File: config.mk
export PLATFORM = sky130hd
export DESIGN_NAME = arbitro_rr4
export DESIGN_NICKNAME = d
export VERILOG_FILES = /design/src/rtl/arbitro_pkg.sv /design/src/rtl/prioridade_rr4.sv /design/src/rtl/arbitro_rr4.sv
export SDC_FILE = /design/constraint.sdc
export NUM_CORES = 1
export LEC_CHECK = 0
export ABC_AREA = 1
export BUFFER_PORTS_ARGS = -buffer_cell sky130_fd_sc_hd__buf_2
export CORE_MARGIN = 10
export CORE_UTILIZATION = 50
export DETAILED_ROUTE_END_ITERATION = 8
export GPL_ROUTABILITY_DRIVEN = 0
export PLACE_DENSITY = 0.73
export SLEW_MARGIN = 20
export SYNTH_ARGS = -nofsm -noshare
export SYNTH_HDL_FRONTEND = slang
export SYNTH_SLANG_ARGS = --single-unit
File: constraint.sdc
create_clock -name clock -period 2.1 [get_ports clock]
set_input_delay 0.21 -clock clock [delete_from_list [all_inputs] [get_ports clock]]
set_output_delay 0.21 -clock clock [all_outputs]
set_load 0.05 [all_outputs]
File: src/rtl/arbitro_pkg.sv
// Shared types and sizes for the four-source round-robin arbiter.
package arbitro_pkg;

    localparam int NUM_FONTES  = 4;
    localparam int LARGURA_SEL = 2;

    // Arbiter FSM: idle, or one source holding the mux.
    typedef enum logic {
        OCIOSO    = 1'b0,
        CONCEDIDO = 1'b1
    } estado_t;

endpackage

File: src/rtl/prioridade_rr4.sv
// Combinational rotating-priority search: scans ponteiro, ponteiro+1, ...
// modulo 4 and reports the first requesting index.
module prioridade_rr4
    import arbitro_pkg::*;
(
    input  logic [NUM_FONTES-1:0]  requisicao,
    input  logic [LARGURA_SEL-1:0] ponteiro,
    output logic                   encontrado,
    output logic [LARGURA_SEL-1:0] indice
);

    logic [LARGURA_SEL-1:0] candidato;

    // First set request bit at or after the pointer, wrapping around.
    always_comb begin
        encontrado = 1'b0;
        indice     = ponteiro;
        candidato  = ponteiro;
        for (int k = 0; k < NUM_FONTES; k++) begin
            candidato = ponteiro + LARGURA_SEL'(k);
            if (!encontrado && requisicao[candidato]) begin
                encontrado = 1'b1;
                indice     = candidato;
            end
        end
    end

endmodule

File: src/rtl/arbitro_rr4.sv
// Round-robin arbiter for four sources driving the select and data-valid
// of the downstream 4:1 mux. Grants are held until the owner releases them.
// Define ARBITRO_TIMEOUT_EN to add a watchdog that revokes a grant after
// TIMEOUT_CICLOS cycles and pulses estouro.
//
// Handshake: valido=1 means concessao/seletor name the current owner. The
// owner ends its turn by pulsing liberacao (only sampled while valido=1) or
// by dropping its requisicao bit; the next grant appears one edge later.
module arbitro_rr4
    import arbitro_pkg::*;
#(
    parameter int TIMEOUT_CICLOS = 16
) (
    input  logic                   clock,
    input  logic                   reset_n,
    input  logic [NUM_FONTES-1:0]  requisicao,
    input  logic                   liberacao,
    output logic [NUM_FONTES-1:0]  concessao,
    output logic [LARGURA_SEL-1:0] seletor,
    output logic                   valido,
    output logic                   estouro
);

    estado_t                estado, estado_prox;
    logic [LARGURA_SEL-1:0] ponteiro, ponteiro_prox;
    logic [NUM_FONTES-1:0]  concessao_prox;
    logic [LARGURA_SEL-1:0] seletor_prox;
    logic                   valido_prox;
    logic                   liberacao_normal;
    logic                   expirou;
    logic                   evento;
    logic                   novo_grant;
    logic [NUM_FONTES-1:0]  req_busca;
    logic [LARGURA_SEL-1:0] ptr_busca;
    logic                   encontrado;
    logic [LARGURA_SEL-1:0] indice;

`ifdef ARBITRO_TIMEOUT_EN
    localparam int LARGURA_CONT = (TIMEOUT_CICLOS > 1) ? $clog2(TIMEOUT_CICLOS) : 1;
    localparam logic [LARGURA_CONT-1:0] LIMITE = LARGURA_CONT'(TIMEOUT_CICLOS - 1);

    logic [LARGURA_CONT-1:0] contador;
    logic                    estouro_prox;

    assign expirou = valido && (contador == LIMITE);
`else
    logic unused_timeout;

    assign unused_timeout = (TIMEOUT_CICLOS > 0);
    assign expirou        = 1'b0;
`endif

    // Search inputs: while granted, start after the owner and hide its bit.
    always_comb begin
        liberacao_normal = liberacao || !requisicao[seletor];
        evento           = liberacao_normal || expirou;
        ptr_busca        = ponteiro;
        req_busca        = requisicao;
        if (estado == CONCEDIDO) begin
            ptr_busca = seletor + 1'b1;
            req_busca = requisicao & ~(NUM_FONTES'(1) << seletor);
        end
    end

    prioridade_rr4 u_prioridade (
        .requisicao (req_busca),
        .ponteiro   (ptr_busca),
        .encontrado (encontrado),
        .indice     (indice)
    );

    // Next-state and next-output decisions for the grant FSM.
    always_comb begin
        estado_prox    = estado;
        ponteiro_prox  = ponteiro;
        concessao_prox = concessao;
        seletor_prox   = seletor;
        valido_prox    = valido;
        novo_grant     = 1'b0;
`ifdef ARBITRO_TIMEOUT_EN
        estouro_prox   = 1'b0;
`endif
        case (estado)
            OCIOSO: begin
                if (encontrado) begin
                    estado_prox    = CONCEDIDO;
                    seletor_prox   = indice;
                    concessao_prox = NUM_FONTES'(1) << indice;
                    valido_prox    = 1'b1;
                    novo_grant     = 1'b1;
                end
            end
            CONCEDIDO: begin
                if (evento) begin
                    ponteiro_prox = seletor + 1'b1;
`ifdef ARBITRO_TIMEOUT_EN
                    estouro_prox  = expirou && !liberacao_normal;
`endif
                    if (encontrado) begin
                        seletor_prox   = indice;
                        concessao_prox = NUM_FONTES'(1) << indice;
                        novo_grant     = 1'b1;
                    end else begin
                        // Selector keeps its last value to avoid a mux glitch.
                        estado_prox    = OCIOSO;
                        concessao_prox = '0;
                        valido_prox    = 1'b0;
                    end
                end
            end
            default: begin
                estado_prox    = OCIOSO;
                concessao_prox = '0;
                valido_prox    = 1'b0;
            end
        endcase
    end

    // State, pointer and registered mux controls.
    always_ff @(posedge clock) begin
        if (!reset_n) begin
            estado    <= OCIOSO;
            ponteiro  <= '0;
            concessao <= '0;
            seletor   <= '0;
            valido    <= 1'b0;
        end else begin
            estado    <= estado_prox;
            ponteiro  <= ponteiro_prox;
            concessao <= concessao_prox;
            seletor   <= seletor_prox;
            valido    <= valido_prox;
        end
    end

`ifdef ARBITRO_TIMEOUT_EN
    // Watchdog: cycles the current grant has been held, plus the revoke pulse.
    always_ff @(posedge clock) begin
        if (!reset_n) begin
            contador <= '0;
            estouro  <= 1'b0;
        end else begin
            estouro <= estouro_prox;
            if (novo_grant) begin
                contador <= '0;
            end else if (valido) begin
                contador <= contador + 1'b1;
            end
        end
    end
`else
    assign estouro = 1'b0;
`endif

endmodule

# Word level (Yosys, flattened, before mapping)
# Index checks and enable logic that the tools add are counted.
[word_totals]
input_bits = 7
reg_bits = 10
wordCells = 66
[op_classes]
n_mux = 33
shift = 2
bitwise = 3
n_addsub = 4
magnitude_cmp = 5
n_reduce_logical = 11
n_eq_ne = 3
[op_table]
columns = ["operator", "n"]
rows = [
  ["two-way mux 4 bit", 4],
  ["less-than comparator 2 x 3 -> 1 bit (second input constant)", 5],
  ["two-way mux 1 bit", 14],
  ["two-way mux 2 bit", 6],
  ["binary-select mux 1 bit (select 2 bit)", 5],
  ["case mux 4 bit (2 select lines)", 1],
  ["left shift 1 x 2 -> 4 bit (first input constant)", 2],
  ["adder 2 x 1 -> 2 bit (second input constant)", 2],
  ["adder 2 bit (second input constant)", 2],
  ["AND 4 bit", 1],
  ["logical NOT 1 bit", 4],
  ["inequality test 2 bit (second input constant)", 2],
  ["inverter 4 bit", 1],
  ["case mux 1 bit (2 select lines)", 2],
  ["case mux 2 bit (2 select lines)", 1],
  ["AND reduction 2 bit", 2],
  ["logical AND 1 bit", 3],
  ["AND reduction 3 bit", 1],
  ["inequality test 2 x 1 -> 1 bit (second input constant)", 1],
  ["logical OR 1 bit", 1],
  ["inverter 1 bit", 1],
]

# Depth between registers and ports, before layout
# Gate-level depths: netlist (run 1).
[depth]
ltp_word = 20
depth_mapped = 17

# By module
# Synthesis (run 1) repeated with hierarchy kept, for this count alone.
[hier_totals]
hier_cells = 152
area_unflattened_um2 = 889.6
[by_module_without_submodules]
columns = ["mod", "seq_area_each_um2", "cells_each", "instances", "area_per_inst_um2"]
rows = [
  ["arbitro_rr4", 200.2, 89, 1, 606.8],
  ["prioridade_rr4", 0.0, 63, 1, 282.8],
]

# Least setup slack after synthesis (run 1)
# No wires, ideal clock.
[synth_timing]
kind = "register to register"
startpoint = "register seletor[0]"
endpoint = "register concessao[0]"
setup_slack_ns = -0.280
required_time_ns = 2.030
arrival_time_ns = 2.310
n_path_buf = 0
period_less_slack_ns = 2.380
stages_incl_launch_ff = 16
path_cell_list = "dfxtp_1 inv_2 ha_1 nand2_1 nand2_2 nand2_1 nand2_2 nand2_1 nand2_2 nor2_4 nand3b_4 inv_2 nor2_4 nor2_4 nand2_1 a21oi_1"
[synth_via]
elab_chain_len = 20
elab_cells_between_ends = 42
cone_classes = "add/sub: 4; eq/ne: 2; shift: 2; mux: 23; bitwise: 2; reduce/logical: 9"
[synth_rtl]
columns = ["element", "line_no", "rtl"]
rows = [
  ["start: declaration", "arbitro_rr4.sv:19", "output logic [LARGURA_SEL-1:0] seletor,"],
  ["start signal: assignment", "arbitro_rr4.sv:131", "seletor <= seletor_prox;"],
  ["parallel branches: the longest is 20 deep, another holds adder 2 x 1 -> 2 bit", "-", ""],
  ["end signal: assignment", "arbitro_rr4.sv:130", "concessao <= concessao_prox;"],
  ["end: declaration", "arbitro_rr4.sv:18", "output logic [NUM_FONTES-1:0] concessao,"],
]
# Several ways; the timed one is not identified. The select of a mux whose other input is x is not followed.
# A chain may end at the register's enable or synchronous reset.

# Worst setup path after layout (run 1)
# Ends and elaborated chain as after synthesis.

==> reports/summary.txt, run 1 <==
Status - completed
IO Count - 15
Die Ht - 63.44 microns
Mapped Cells - 150
CTS Buf Count - 3
CORE AREA - 1764 sq um
Worst Path Required - 2.30 ns
Post-Route WL - 2.257 mm
Worst-Skew Late Latency - 0.27 ns
Clock skew - 0.005423 ns
Routed Antenna Nets - 0
Hold Vio Cnt, Final - 0
CP Launch Point - seletor[0]
Die footprint - 4024 sq um
Max Fclk - 501.3 MHz
Synth cell types - 24
H-tree depth - 1
Net Count, Synth - 161
First drt pass iteration count - 4
Clock period minus worst slack - 1.995 ns
Max FO, Critical Path - 8
Arrival time worst endpoint - 2.19 ns
R2r startpoint - seletor[0]
Layout cells sized above 1 - 41.52%
Hold WC Path Type - in2reg
First-pass GRT wire length - 3.415 mm
Area Growth Syn to Fin - 28.51%
Initial antenna violation count - 0
Yosys warnings - 0
Unrepaired setup endpoints after global routing - no
M1 WL - 1.052 mm
Critical path launch point type - flip-flop
Final setup violation count - 0
Clock Sinks - 10
Dpl cell area - 1060 sq um
Setup WS pre-CTS - 0.07020 ns
Drt drc - 0
Hold depth - 3
Max-cap violations - 0
Worst Hold Endpoint - estado
Via count - 966
Die Wd - 63.44 microns
Total gr overflow - 0
Path depth of the worst reg2reg path - 14
Highest routed metal layer - met4
Synthesized area - 943.4 sq um
Initial core utilization - 53.48%
Final Cell Area - 1212 sq um
Setup ws final - 0.1050 ns
Vias per cell - 4.929
Clk pin slew, worst setup/hold paths - 0.07 ns
Initial DRC count - 14
CP endpoint kind - flip-flop
GRT Overall Usage - 9.897%
Period utilisation layout - 95.00%
Largest net degree at the start of global routing - 12
Sequential element share of the synthesized area - 21.22%
WL/cell - 11.52 microns
Final Max Tran Viols - 0
FF-to-FF End - concessao[0]
Std-Cell Rows - 15
DP Wirelength - 1.734 mm
Mean Syn Cell Area - 6.289 sq um
# nets final - 183
Clock buffer depth - 2
WL met3 - 91 microns
WL met2 - 1.106 mm
I/O Buffers - 13
Vias in the first global route - 834
Seq cells post-synth - 10
CTS tree - built
R2R Setup Slk - 0.10 ns
Setup TNS - 0 ns
N_diodes - 0
Critical path class - reg2reg
HP Start - reset_n
CTS root buf - clkbuf_4
-- cell usage in the layout, fill, tap and decap left out --
| master | Yosys | final |
|---|---|---|
| dfxtp_4 | 0 | 1 |
| buf_6 | 2 | 1 |
| ha_4 | 0 | 1 |
| o21ai_0 | 3 | 3 |
| nand4_1 | 3 | 3 |
| dfxtp_1 | 10 | 7 |
| nand3_2 | 3 | 4 |
| conb_1 | 1 | 1 |
| clkbuf_8 | 0 | 1 |
| dfxtp_2 | 0 | 2 |
| inv_4 | 0 | 1 |
| buf_4 | 1 | 6 |
| buf_12 | 0 | 1 |
| nand3b_4 | 1 | 1 |
| clkbuf_4 | 0 | 3 |
| nand2_2 | 12 | 13 |
| o21ai_2 | 3 | 3 |
| a211oi_1 | 3 | 3 |
| a21o_1 | 1 | 1 |
| nor2_4 | 3 | 3 |
| a21oi_1 | 8 | 5 |
| ha_1 | 4 | 3 |
| nor2_2 | 1 | 2 |
| nand3_1 | 8 | 7 |
| inv_2 | 4 | 4 |
| o211ai_1 | 1 | 1 |
| nand2_4 | 1 | 8 |
| nand2_1 | 59 | 51 |
| a21oi_2 | 0 | 3 |
| nor2_1 | 6 | 5 |
| buf_2 | 1 | 13 |
| inv_1 | 11 | 10 |
-- worst max-delay path by stage --
stage                   endpoint  slack [ns]  cells past startpoint
floorplan           concessao[0]       0.008                     16
global placement    concessao[0]        0.06                     14
detailed placement  concessao[0]        0.07                     14
CTS                   seletor[1]        0.03                     14
global route        concessao[0]      0.0007                     14
finish              concessao[0]        0.10                     14
-- metal layers --
metal	global-route usage [%]	vias to the layer above
met4	1.639	0
met3	3.710	2
met5	0	-
met2	16.33	15
li1	-	515
met1	11.99	434
-- per-stage QoR --
step | hold WS [ns] | instances | util, %
final | 0.1976 | 196 | 68.72
after global routing | 0.2114 | 196 | 68.72
after CTS | 0.1951 | 193 | 62.13
after detailed placement | 0.4553 | 189 | 60.07
after global placement | 0.4516 | 189 | 60.07
after floorplan | 0.3347 | 150 | -
-- critical path, stage by stage (launching register included) --
cell and delay [ns]:
dfxtp_4 0.36, buf_4 0.15, ha_1 0.15, nand2_1 0.05
nand2_1 0.11, inv_1 0.07, nand2_1 0.06, nand2_1 0.08
nand2_4 0.07, nand2_4 0.06, nor2_4 0.16, nand4_1 0.18
a21oi_2 0.22, nand2_1 0.07, a21oi_1 0.13
-- cells by family after synthesis --
| family | Yosys count | synth area share [%] |
|---|---|---|
| AOI/OAI and AO/OA | 19 | 12.60 |
| adders and majority gates | 4 | 5.305 |
| buffers and inverters | 19 | 9.681 |
| and+or+nand+nor | 97 | 50.80 |
| DFF | 10 | 21.22 |
| other | 1 | 0.3975 |
-- Yosys cell counts --
cell type / number / area share, %
nand2_1: 59 / 23
nand2_2: 12 / 8.0
inv_1: 11 / 4.4
dfxtp_1: 10 / 21
a21oi_1: 8 / 4.2
nand3_1: 8 / 4.2
nor2_1: 6 / 2.4
ha_1: 4 / 5.3
inv_2: 4 / 1.6
a211oi_1: 3 / 2.4
nand3_2: 3 / 3.2
nand4_1: 3 / 2.0
nor2_4: 3 / 3.6
o21ai_0: 3 / 1.6
o21ai_2: 3 / 2.8
buf_6: 2 / 2.4
a21o_1: 1 / 0.80
buf_2: 1 / 0.53
buf_4: 1 / 0.80
conb_1: 1 / 0.40
nand2_4: 1 / 1.2
nand3b_4: 1 / 2.1
nor2_2: 1 / 0.66
o211ai_1: 1 / 0.80
-- sequential cells by signal, summed over array words and instances, names as in the netlist --
name / cells
estado: 1
concessao: 4
ponteiro: 2
valido: 1
seletor: 2
-- cell type report --
| class | count | area, sq um |
|---|---|---|
| fillers | 169 | 551.8 |
| clock buffers | 4 | 36.28 |
| inverters | 15 | 58.81 |
| multi-input cells | 121 | 738.2 |
| well taps | 25 | 31.28 |
| repair buffers | 21 | 141.4 |
| flip-flops and latches | 10 | 206.4 |
-- timing repair --
action | in CTS | in global routing
hold buffers | 0 | 0
gates resized for setup | 0 | 25
setup buffers | 0 | 3
endpoints found under the setup margin | 0 | 7
Power of run 1 is not shown: default switching activity piles up to over one toggle a cycle in this logic, so the estimate is an artifact.
==> inputs of run 2 (changes only) <==
--- a/config.mk
+++ b/config.mk
@@ -11,7 +11,7 @@
 export CORE_UTILIZATION = 50
 export DETAILED_ROUTE_END_ITERATION = 8
 export GPL_ROUTABILITY_DRIVEN = 0
-export PLACE_DENSITY = 0.73
+export PLACE_DENSITY = 0.84
 export SLEW_MARGIN = 20
 export SYNTH_ARGS = -nofsm -noshare
 export SYNTH_HDL_FRONTEND = slang
==> reports/summary.txt, run 2 (synthesis results as in run 1) <==
CP endpoint kind - flip-flop (unchanged)
IO Count - 15 (unchanged)
DP Wirelength - 1.834 mm (was 1.734 mm)
Crit path buf inv count - 2 (unchanged)
Slowest cell on crit path - dfxtp_2 (was dfxtp_4)
CP Cell Sequence - inv_2, ha_4, inv_1, nand2_2, nand2_4, nand2_4, nand2_4, nand2_2, nand2_4, nor2_4, nand3_1, nand2_2, nand2_2, nor2_2, nand3_1, a21oi_1 (was buf_4, ha_1, nand2_1, nand2_1, inv_1, nand2_1, nand2_1, nand2_4, nand2_4, nor2_4, nand4_1, a21oi_2, nand2_1, a21oi_1)
Std-Cell Rows - 15 (unchanged)
Clock Sinks - 10 (unchanged)
Max reg flops - 4 (unchanged)
Total gr overflow - 0 (unchanged)
Final setup violation count - 0 (unchanged)
CP Launch Point - seletor[1] (was seletor[0])
Status - completed (unchanged)
Initial DRC count - 48 (was 14)
CTS Buf Count - 3 (unchanged)
Die Ht - 63.44 microns (unchanged)
GRT Overall Usage - 11.58% (was 9.897%)
HP Start - reset_n (unchanged)
Hold WC Path Type - in2reg (unchanged)
Largest net degree at the start of global routing - 12 (unchanged)
N_diodes - 0 (unchanged)
Vias in the first global route - 901 (was 834)
Layout cells sized above 1 - 47.98% (was 41.52%)
Worst path top cell family by delay - simple AND/OR/NAND/NOR gates (unchanged)
Commonest cells after routing, fill and taps aside - nand2_1, nand2_2, buf_2, inv_1, buf_4 (was nand2_1, nand2_2, buf_2, inv_1, nand2_4)
R2R Setup Slk - 0.06 ns (was 0.10 ns)
Final Max Tran Viols - 0 (unchanged)
Vias per cell - 5.369 (was 4.929)
CTS tree - built (unchanged)
# nets final - 185 (was 183)
Die footprint - 4024 sq um (unchanged)
Clock period minus worst slack - 2.043 ns (was 1.995 ns)
Largest regs - concessao x4, ponteiro x2, seletor x2 (unchanged)
Drt drc - 0 (unchanged)
CTS root buf - clkbuf_4 (unchanged)
Critical path class - reg2reg (unchanged)
WL/cell - 14.28 microns (was 11.52 microns)
First drt pass iteration count - 4 (unchanged)
Initial core utilization - 53.48% (unchanged)
Period utilisation layout - 97.29% (was 95.00%)
Critical path launch point type - flip-flop (unchanged)
I/O Buffers - 13 (unchanged)
R2r startpoint - seletor[1] (was seletor[0])
Worst setup path end - concessao[3] (was concessao[0])
Max FO, Critical Path - 6 (was 8)
FF-to-FF End - concessao[3] (was concessao[0])
Initial antenna violation count - 0 (unchanged)
Arrival time worst endpoint - 2.26 ns (was 2.19 ns)
Worst Path Required - 2.32 ns (was 2.30 ns)
Largest Register - concessao (unchanged)
First-pass GRT wire length - 3.905 mm (was 3.415 mm)
CP max stage delay - 0.35 ns (was 0.36 ns)
Clock skew - 0.01233 ns (was 0.005423 ns)
Via count - 1,063 (was 966)
Hold Vio Cnt, Final - 0 (unchanged)
Post-Route WL - 2.828 mm (was 2.257 mm)
Path depth of the worst reg2reg path - 16 (was 14)
Die Wd - 63.44 microns (unchanged)
Area Growth Syn to Fin - 33.16% (was 28.51%)
Clock buffer depth - 2 (unchanged)
Worst-Skew Late Latency - 0.28 ns (was 0.27 ns)
Clk pin slew, worst setup/hold paths - 0.08 ns (was 0.07 ns)
Max Fclk - 489.4 MHz (was 501.3 MHz)
Routed Antenna Nets - 0 (unchanged)
CORE AREA - 1764 sq um (unchanged)
Layout Utilization - 71.21% (was 68.72%)
Commonest non-fill, non-tap cell in the layout - nand2_1 (unchanged)
CP Depth - 16 (was 14)
Hold WS - 0.2052 ns (was 0.1976 ns)
H-tree depth - 1 (unchanged)
Max-cap violations - 0 (unchanged)
==> run 2: area by class of cell <==
type	count	area (sq um)
clock buffer	4	36.28
fill	129	508.0
inverter	15	58.81
multi-input combinational	121	773.2
sequential	10	209.0
tap	25	31.28
timing repair buffer	23	147.6
==> run 2: worst min-delay path: cells and delay by family <==
kind                   cells  cell delay [ns]
AOI/OAI and AO/OA          2             0.12
buffers and inverters      1             0.11
==> run 2: worst min path at each step <==
stage          depth (start not counted)  slack [ns]      endpoint
3_3_place_gp                           2        0.45  concessao[0]
3_5_place_dp                           2        0.45  concessao[0]
5_1_grt                                3        0.21   ponteiro[1]
4_1_cts                                3        0.20   ponteiro[1]
6_report                               3        0.21   ponteiro[1]
2_1_floorplan                          2        0.33        estado
==> run 2: stage by stage <==
stage	setup slack, ns	TNS [ns]	instance area [sq um]	std cells
after floorplan	0.008449	0	948.4	150
after global placement	0.03130	0	1040	188
after detailed placement	-0.02947	-0.03062	1040	188
after CTS	0.009928	0	1085	193
after global routing	-0.09348	-0.2612	1256	198
final	0.05682	0	1256	198
==> run 2: timing repair <==
item | in CTS | in global routing
endpoints found under the setup margin | 5 | 7
hold endpoints to repair | 0 | 0
gates resized for setup | 1 | 37
hold buffers | 0 | 0
setup buffers | 1 | 5
pin swaps | 1 | 17
==> run 2: layer usage <==
| layer | vias to the layer above | GRT usage [%] | part of all wire, % |
|---|---|---|---|
| met5 | - | 0 | 0 |
| met4 | 0 | 6.011 | 3.9 |
| met3 | 15 | 3.357 | 4.3 |
| met2 | 33 | 20.35 | 56 |
| met1 | 497 | 12.12 | 36 |
| li1 | 518 | - | - |
Power of run 2 is left out for the same reason.
